File: config.mk
export PLATFORM = sky130hd
export DESIGN_NAME = uart_tx_scheduler
export DESIGN_NICKNAME = d
export VERILOG_FILES = /design/src/rtl/hangman_pkg.sv /design/src/rtl/byte_fifo.sv /design/src/rtl/uart_tx_scheduler.sv
export SDC_FILE = /design/constraint.sdc
export NUM_CORES = 1
export LEC_CHECK = 0
export CORE_MARGIN = 4
export CORE_UTILIZATION = 45
export DETAILED_ROUTE_END_ITERATION = 6
export DONT_BUFFER_PORTS = 1
export PLACE_DENSITY = 0.64
export SYNTH_ARGS = -nofsm -noshare
export SYNTH_HDL_FRONTEND = slang
export SYNTH_SLANG_ARGS = --single-unit
File: constraint.sdc
create_clock -name clk -period 2.1 [get_ports clk]
set_input_delay 0.42 -clock clk [delete_from_list [all_inputs] [get_ports clk]]
set_output_delay 0.42 -clock clk [all_outputs]
set_load 0.02 [all_outputs]
File: src/rtl/hangman_pkg.sv
// rtl/hangman_pkg.sv - shared types and key codes for the hangman keypad/UART path
package hangman_pkg;

  typedef enum logic [1:0] {
    IDLE       = 2'd0,
    STROBE     = 2'd1,
    WAIT_BUSY  = 2'd2,
    WAIT_READY = 2'd3
  } tx_sched_state_t;

  // Control bytes sent to the host; keypad_fsm uses the same values for its keys.
  localparam logic [7:0] CODE_WORD = 8'h0D;
  localparam logic [7:0] CODE_END  = 8'h04;

endpackage

File: src/rtl/byte_fifo.sv
// rtl/byte_fifo.sv - 8-bit synchronous FIFO with push/pop/flush and exact occupancy
module byte_fifo #(
  parameter int DEPTH = 4
) (
  input  logic                         clk,
  input  logic                         rst,
  input  logic                         push,
  input  logic [7:0]                   push_data,
  input  logic                         pop,
  input  logic                         flush,
  output logic [7:0]                   head,
  output logic                         full,
  output logic                         empty,
  output logic [$clog2(DEPTH+1)-1:0]   count
);

  localparam int AW = (DEPTH > 1) ? $clog2(DEPTH) : 1;
  localparam int CW = $clog2(DEPTH + 1);

  logic [7:0]    mem [DEPTH];
  logic [AW-1:0] rd_ptr;
  logic [AW-1:0] wr_ptr;
  logic          do_pop;
  logic          do_push;

  assign empty   = (count == '0);
  assign full    = (count == CW'(DEPTH));
  assign head    = mem[rd_ptr];
  assign do_pop  = pop && !empty;
  // A pop in the same cycle frees a slot, so a push into a full FIFO still lands.
  assign do_push = push && (!full || do_pop);

  // Pointers and occupancy; flush restarts at slot 0, keeping a same-cycle push.
  always_ff @(posedge clk or posedge rst) begin
    if (rst) begin
      rd_ptr <= '0;
      wr_ptr <= '0;
      count  <= '0;
    end else if (flush) begin
      rd_ptr <= '0;
      wr_ptr <= push ? AW'(1) : '0;
      count  <= push ? CW'(1) : '0;
    end else begin
      if (do_pop)  rd_ptr <= rd_ptr + 1'b1;
      if (do_push) wr_ptr <= wr_ptr + 1'b1;
      unique case ({do_push, do_pop})
        2'b10:   count <= count + 1'b1;
        2'b01:   count <= count - 1'b1;
        default: count <= count;
      endcase
    end
  end

  // Storage array; contents are only meaningful below count, so no reset needed.
  always_ff @(posedge clk) begin
    if (flush && push) begin
      mem[0] <= push_data;
    end else if (!flush && do_push) begin
      mem[wr_ptr] <= push_data;
    end
  end

endmodule

File: src/rtl/uart_tx_scheduler.sv
// rtl/uart_tx_scheduler.sv - arbitrates keypad message sources onto the shared UART transmitter
module uart_tx_scheduler #(
  parameter int         DEPTH     = 4,
  parameter int         TIMEOUT   = 16,
  parameter logic [7:0] CODE_WORD = hangman_pkg::CODE_WORD,
  parameter logic [7:0] CODE_END  = hangman_pkg::CODE_END
) (
  input  logic                         clk,
  input  logic                         rst,
  input  logic                         letter_valid,
  input  logic [7:0]                   letter_data,
  input  logic                         word_submit,
  input  logic                         game_end,
  input  logic                         txready,
  output logic [7:0]                   txdata,
  output logic                         txclk,
  output logic                         busy,
  output logic                         overflow,
  output logic [$clog2(DEPTH+1)-1:0]   count
);

  import hangman_pkg::*;

  localparam int TW = (TIMEOUT > 1) ? $clog2(TIMEOUT) : 1;

  tx_sched_state_t state;
  tx_sched_state_t state_nx;
  logic [TW-1:0]   timer;
  logic [TW-1:0]   timer_nx;
  logic            fifo_push;
  logic            fifo_pop;
  logic            fifo_flush;
  logic [7:0]      push_byte;
  logic [7:0]      head;
  logic            full;
  logic            empty;
  logic            drop;

  byte_fifo #(.DEPTH(DEPTH)) u_fifo (
    .clk       (clk),
    .rst       (rst),
    .push      (fifo_push),
    .push_data (push_byte),
    .pop       (fifo_pop),
    .flush     (fifo_flush),
    .head      (head),
    .full      (full),
    .empty     (empty),
    .count     (count)
  );

  // Pick one writer per cycle (game_end > word_submit > letter) and flag anything lost.
  always_comb begin
    fifo_flush = game_end;
    fifo_push  = 1'b0;
    push_byte  = 8'h00;
    drop       = 1'b0;
    if (game_end) begin
      fifo_push = 1'b1;
      push_byte = CODE_END;
      drop      = word_submit | letter_valid;
    end else if (word_submit) begin
      fifo_push = 1'b1;
      push_byte = CODE_WORD;
      drop      = letter_valid | (full & ~fifo_pop);
    end else if (letter_valid) begin
      fifo_push = 1'b1;
      push_byte = letter_data;
      drop      = full & ~fifo_pop;
    end
  end

  // Launch sequencing: pop, strobe, wait for the UART to go busy (or give up), wait for idle.
  always_comb begin
    state_nx = state;
    timer_nx = timer;
    fifo_pop = 1'b0;
    unique case (state)
      IDLE: begin
        if (!empty && txready) begin
          fifo_pop = 1'b1;
          state_nx = STROBE;
        end
      end
      STROBE: begin
        state_nx = WAIT_BUSY;
        timer_nx = '0;
      end
      WAIT_BUSY: begin
        if (!txready || timer == TW'(TIMEOUT - 1)) begin
          state_nx = WAIT_READY;
        end else begin
          timer_nx = timer + 1'b1;
        end
      end
      WAIT_READY: begin
        if (txready) state_nx = IDLE;
      end
      default: state_nx = IDLE;
    endcase
  end

  // State, timer and registered UART-facing outputs; overflow is sticky until reset.
  always_ff @(posedge clk or posedge rst) begin
    if (rst) begin
      state    <= IDLE;
      timer    <= '0;
      txdata   <= 8'h00;
      txclk    <= 1'b0;
      overflow <= 1'b0;
    end else begin
      state <= state_nx;
      timer <= timer_nx;
      txclk <= (state_nx == STROBE);
      if (fifo_pop) txdata   <= head;
      if (drop)     overflow <= 1'b1;
    end
  end

  assign busy = (count != '0) || (state != IDLE);

endmodule

## Yosys cells after proc, flatten, opt, wreduce, memory -nomap -nowiden

Memories as Yosys holds them, arrays and structs flattened. A register that Yosys moved wholly into a read port is not among the register bits.
Index checks and enable logic that the tools add are counted.

| operators by class | value |
|---|---|
| add/sub/neg operators | 5 |
| equality and inequality tests | 9 |
| mux-type cells | 33 |
| bitwise operators | 4 |
| reductions and logical operators | 22 |

Operators with widths:

| cell | number |
|---|---|
| 2-to-1 mux 8 bit | 4 |
| 2-to-1 mux 1 bit | 16 |
| 2-to-1 mux 2 bit | 8 |
| one-hot mux 2 bit (4 select lines) | 1 |
| one-hot mux 4 bit (2 select lines) | 1 |
| nonzero test 2 bit | 4 |
| OR reduction 8 bit | 1 |
| == test 2 x 1 -> 1 bit (second input constant) | 3 |
| == test 2 bit (second input constant) | 3 |
| one-hot mux 3 bit (2 select lines) | 1 |
| nonzero test 3 bit | 2 |
| logical AND 1 bit | 5 |
| adder 2 x 1 -> 2 bit (second input constant) | 2 |
| adder 4 x 1 -> 4 bit (second input constant) | 1 |
| == test 4 bit (second input constant) | 1 |
| logical NOT 1 bit | 4 |
| 2-to-1 mux 4 bit | 1 |
| adder 3 x 1 -> 3 bit (second input constant) | 1 |
| == test 3 bit (second input constant) | 1 |
| logical NOT 3 bit | 1 |
| logical OR 1 bit | 3 |
| 2-to-1 mux 3 bit | 1 |
| subtractor 3 x 1 -> 3 bit (second input constant) | 1 |
| logical NOT 2 bit | 1 |
| 5 further kinds | 6 |

| storage, ports and cells | value |
|---|---|
| flip-flop bits (word level) | 15 |
| RAM bits | 32 |
| bits of input ports | 14 |
| output and inout bits | 14 |
| memories kept | 1 |

Memory list:

| name | depth | bits a word | read ports | clocked after memory_dff | write ports | line | RTL |
|---|---|---|---|---|---|---|---|
| u_fifo.mem | 4 | 8 | 1 | 1 | 1 | byte_fifo.sv:20 | `logic [7:0] mem [DEPTH];` |

## Depth between registers and ports, before layout

| depth | value |
|---|---|
| word-level depth | 14 |
| depth in mapped cells | 9 |
| mapped depth without buffers | 8 |

## Modules after synthesis

Synthesis repeated with hierarchy kept, for this count alone.

| second synthesis, totals | value |
|---|---|
| cell total of the unflattened synthesis | 182 |
| area total of the unflattened synthesis | 2,509.9 µm² |

By module, submodules not included:

| module | times used | cells an instance | area each (µm²) | sequential area each (µm²) |
|---|---|---|---|---|
| byte_fifo | 1 | 108 | 1,715.4 | 1,136.1 |
| uart_tx_scheduler | 1 | 74 | 794.5 | 400.4 |

## Worst setup path after synthesis

OpenSTA, ideal clock, no wires.

| path | value |
|---|---|
| path type | reg2reg |
| start | reg u_fifo.count[0] |
| end | reg u_fifo.count[2] |
| setup time | 87 ps |
| arrival time | 2,377 ps |
| required time | 2,013 ps |
| slack | -364 ps |
| stages on the path, launching flop included | 10 |
| buffers on the path | 1 |
| cell sequence | dfrtp_1 -> o31a_1 -> nand2_2 -> buf_2 -> nor2_1 -> fa_1 -> or3b_2 -> o32ai_1 -> a311oi_1 -> o211ai_1 |

| between the ends | value |
|---|---|
| cells in the longest elaborated chain, start to end | 11 |

Ends and longest elaborated chain:

| item | line | RTL |
|---|---|---|
| start, declared | byte_fifo.sv:14 | `output logic [$clog2(DEPTH+1)-1:0] count` |
| start signal, assigned | byte_fifo.sv:42 | `count <= push ? CW'(1) : '0;` |
| start signal, assigned | byte_fifo.sv:47 | `2'b10: count <= count + 1'b1;` |
| start signal, assigned | byte_fifo.sv:48 | `2'b01: count <= count - 1'b1;` |
| logical NOT 3 bit | byte_fifo.sv:26 | `assign empty = (count == '0);` |
| logical NOT 1 bit | byte_fifo.sv:29, uart_tx_scheduler.sv:80 |  |
| logical AND 1 bit | uart_tx_scheduler.sv:80 | `if (!empty && txready) begin` |
| 2-to-1 mux 1 bit | uart_tx_scheduler.sv:80 |  |
| 2-to-1 mux 1 bit | uart_tx_scheduler.sv:78 | `unique case (state)` |
| logical AND 1 bit | byte_fifo.sv:29 | `assign do_pop = pop && !empty;` |
| logical OR 1 bit | byte_fifo.sv:31 | `assign do_push = push && (!full \|\| do_pop);` |
| logical AND 1 bit | byte_fifo.sv:31 |  |
| == test 2 x 1 -> 1 bit or == test 2 bit (tied branches) | byte_fifo.sv:46 | `unique case ({do_push, do_pop})` |
| one-hot mux 3 bit (2 select lines) | byte_fifo.sv:46 |  |
| 2-to-1 mux 3 bit | byte_fifo.sv:39 | `end else if (flush) begin` |

Several ways; a longest one is shown, not always the timed one.
A chain may end at the register's enable or synchronous reset.

## Worst setup path after layout

| path | value |
|---|---|
| start | reg u_fifo.count[2] |
| end | reg u_fifo.count[2] |

Same word-level chain as after synthesis.

==> flow_summary_export.csv <==
group,metric,value,unit
critical_path,cp.required,2.33,ns
placed_design,buffer_ports.inserted,0,
synthesis,synth_top_cell_area_share,39.4,%
pwr,pwr_density_cell,1100,mW/mm²
synthesis,post_synth_edffs,32,
detailed_routing,drc,0,
clocking,cts_hold_repair.buffers,0,
global_routing,global_route.usage.total,15.1,%
layout,sequential_cell_area,0.00154,mm²
sta,final-hold-violation-count,0,
layout,fin_nets,217,
layout,layout.filler_cells,452,
placed_design,gp_congestion,0.760,
critical_path,cp-end-kind,"register",
critical_path,worst_r2r_path_depth,8,
synthesis,synth-async-reset-ratio,41.8,%
clocking,clock_input_transition_at_the_sequential_cells_of_the_worst_setup_and_hold_paths,0.10,ns
sta,clock_skew,0.00833,ns
sta,count_of_pins_over_their_slew_limit,0,
sta,post-route-worst-setup-slack,0.0715,ns
sta,hold-worst-slack,0.0729,ns
sta,max_freq,493,MHz
sta,setup_viol,0,
detailed_routing,iteration_0_drc_count_of_the_detailed_router,91,
critical_path,worstSetupStartpointType,"register",
global_routing,grt_first_pass_wirelength,7620,µm
placed_design,dpl_worst_slack,0.0727,ns
clocking,cts-root-buf,"sky130_fd_sc_hd__clkbuf_8",
pwr,post-layout-total-power,2.97,mW
synthesis,syn_avg_cell_area,12.9,µm²
synthesis,ys_top_cells_by_area,"sky130_fd_sc_hd__edfxtp_1 39%, sky130_fd_sc_hd__dfrtp_1 24%, sky130_fd_sc_hd__mux4_2 7.4%",
die,core_region_area,0.00517,mm²
detailed_routing,dr_wl_cell,16.8,µm
sta,actual_slew_at_the_worst_max_slew_pin,0.627,ns
layout,antenna_cells,0,
detailed_routing,vias,1490,
critical_path,critPathKind,"register to register",
die,ioPinCount,28,
layout,synthToLayoutAreaGrowth,10.6,%
detailed_routing,dr.pass1.iters,4,
layout,postLayoutCoreUtil,52.1,%
detailed_routing,drt.antenna.violating_nets,0,
pwr,power_leakage,1.04,nW
min_path,hold_class,"input pin to async pin",
synthesis,yosysMostFrequentCell,"sky130_fd_sc_hd__edfxtp_1",
die,chip_width,81.6,µm
die,die-area,0.00666,mm²
clocking,cts_inserted_buffers,5,
detailed_routing,route.final.wire_length,4570,µm
critical_path,cp_data_arrival_time,2.26,ns
global_routing,vias_in_the_first_global_route,1549,
run_status,status,"completed",
die,floorplan.rows,26,
global_routing,antenna_violations_before_repair,0,
synthesis,yosys.cell_types.count,44,
clocking,cts_htree_levels,2,
synthesis,post_synthesis_sequential_area_ratio,63.0,%
synthesis,ys_dominant_reg_cell,"sky130_fd_sc_hd__edfxtp_1",
clocking,numClockSinks,55,
synthesis,synth_fp_nets,205,
clocking,ctsLongestPathBuffers,2,
sta,relSlewSlack,58.2,%
die,initial_core_util,47.1,%
clocking,clock_latency,0.31,ns
synthesis,netlist_top_cells_count,"32 x sky130_fd_sc_hd__edfxtp_1, 30 x sky130_fd_sc_hd__nand2_1, 23 x sky130_fd_sc_hd__dfrtp_1",
clocking,cts_tree,"done",
synthesis,synthDominantAreaCellType,"sky130_fd_sc_hd__edfxtp_1",
synthesis,synth-seq-cells,55,
sta,fin_crit_sh,96.6,%
layout,post_route_standard_cell_area_excluding_fillers,0.00270,mm²
pwr,vdd_ir_drop_max,0.469,mV
global_routing,grt_start_max_net_pins,25,
die,die-height,81.6,µm
run,maxCapViolCount,0,
critical_path,critical_path_peak_fanout,4,
synthesis,syn_area,0.00244,mm²
placed_design,place_hpwl,3250,µm
detailed_routing,drt-vias-per-instance,5.48,
synthesis,yosys_warnings,0,
sta,final.min_clock_period,2.03,ns
layout,final_layout_size_suffix_gt1_share,20.8,%
layout,multi_input_area,872,µm²
global_routing,grt_total_ovfl,0,
placed_design,place_area,0.00259,mm²
synthesis,synth_cells,189,
path summary, 6_finish.rpt:
| check | start | endpoint | slack (ns) |
|---|---|---|---|
| setup / recovery | u_fifo.count[2]$_DFFE_PP0P_ | u_fifo.count[2]$_DFFE_PP0P_ | 0.07 |
| hold / removal | rst | txclk$_DFF_PP0_ | 0.07 |
| setup reg to reg | u_fifo.count[2]$_DFFE_PP0P_ | u_fifo.count[2]$_DFFE_PP0P_ | 0.07 |
| hold reg to reg | timer[0]$_DFFE_PP0P_ | timer[0]$_DFFE_PP0P_ | 0.56 |
| max in group asynchronous | rst | u_fifo.wr_ptr[0]$_DFFE_PP0P_ | 1.52 |
| min in group clk | game_end | u_fifo.wr_ptr[1]$_DFFE_PP0P_ | 0.17 |
report_power, final:
part           total [mW]  switching [mW]  internal (mW)  leakage [nW]
Combinational       0.739           0.408          0.330         0.404
Sequential           1.66           0.277           1.38         0.592
Clock               0.578           0.340          0.238        0.0447
Total                2.97            1.02           1.95          1.04
metrics by stage:
step | std cells | setup TNS [ns]
floorplan | 189 | -0.137
global placement | 263 | 0
detailed placement | 263 | 0
CTS | 271 | 0
global route | 272 | -0.00412
finish | 272 | 0
timing repair:
action                     in CTS  in global routing
resized for setup               0                  1
setup endpoints to repair       0                  1
buffers inserted                0                  1
placed cells by master (no fill, tap or decap), drive strengths merged, types with 2 or more instances in the layout:
cell    instances
buf            12
mux4            8
nand2b          2
dfrtp          23
nand3b          3
o211ai          2
o21ai           5
xnor2           2
a21o            2
clkbuf          5
edfxtp         32
inv             5
nor3b           2
nor3            6
a21oi           8
nand3           9
xor2            3
a311oi          2
nor2           15
and3            6
or3b            3
nand2          31
state kept, by name (all words and copies together) (netlist names):
name           count
timer              4
u_fifo.wr_ptr      2
u_fifo.count       3
state              2
txdata             8
u_fifo.rd_ptr      2
txclk              1
u_fifo.mem        32
overflow           1
area by class of cell:
class                   instances  share of cell area (%)
clock inverters                 3                   0.836
well taps                      70                    3.25
multi-input cells             123                    32.4
inverters                       4                   0.557
clock buffers                   5                    2.55
flip-flops and latches         55                    57.1
repair buffers                 12                    3.34
metal layers:
metal,wire length [µm],vias to the layer above,global-route usage (%)
li1,-,720,-
met1,1960,740,19.0
met2,2390,26,26.3
met3,190,4,3.95
met4,28,0,3.32
met5,0,-,0
critical path, cell delays in order, from the launching register on:
cell and delay [ns]:
sky130_fd_sc_hd__dfrtp_1 0.40, sky130_fd_sc_hd__o31a_1 0.32, sky130_fd_sc_hd__nand2_2 0.08, sky130_fd_sc_hd__nor2_1 0.06
sky130_fd_sc_hd__fa_2 0.37, sky130_fd_sc_hd__or3b_4 0.40, sky130_fd_sc_hd__o32ai_2 0.14, sky130_fd_sc_hd__a311oi_1 0.07
sky130_fd_sc_hd__o211ai_1 0.12
logic make-up after synthesis:
kind of cell	share of synthesized area, %
and+or+nand+nor	17.9
AOI/OAI and AO/OA	6.72
adders and majority gates	1.33
xor gates and xnor gates	1.80
buffers and inverters	1.85
DFF	63.0
muxes	7.39
Power figures use the tool's default switching activity.
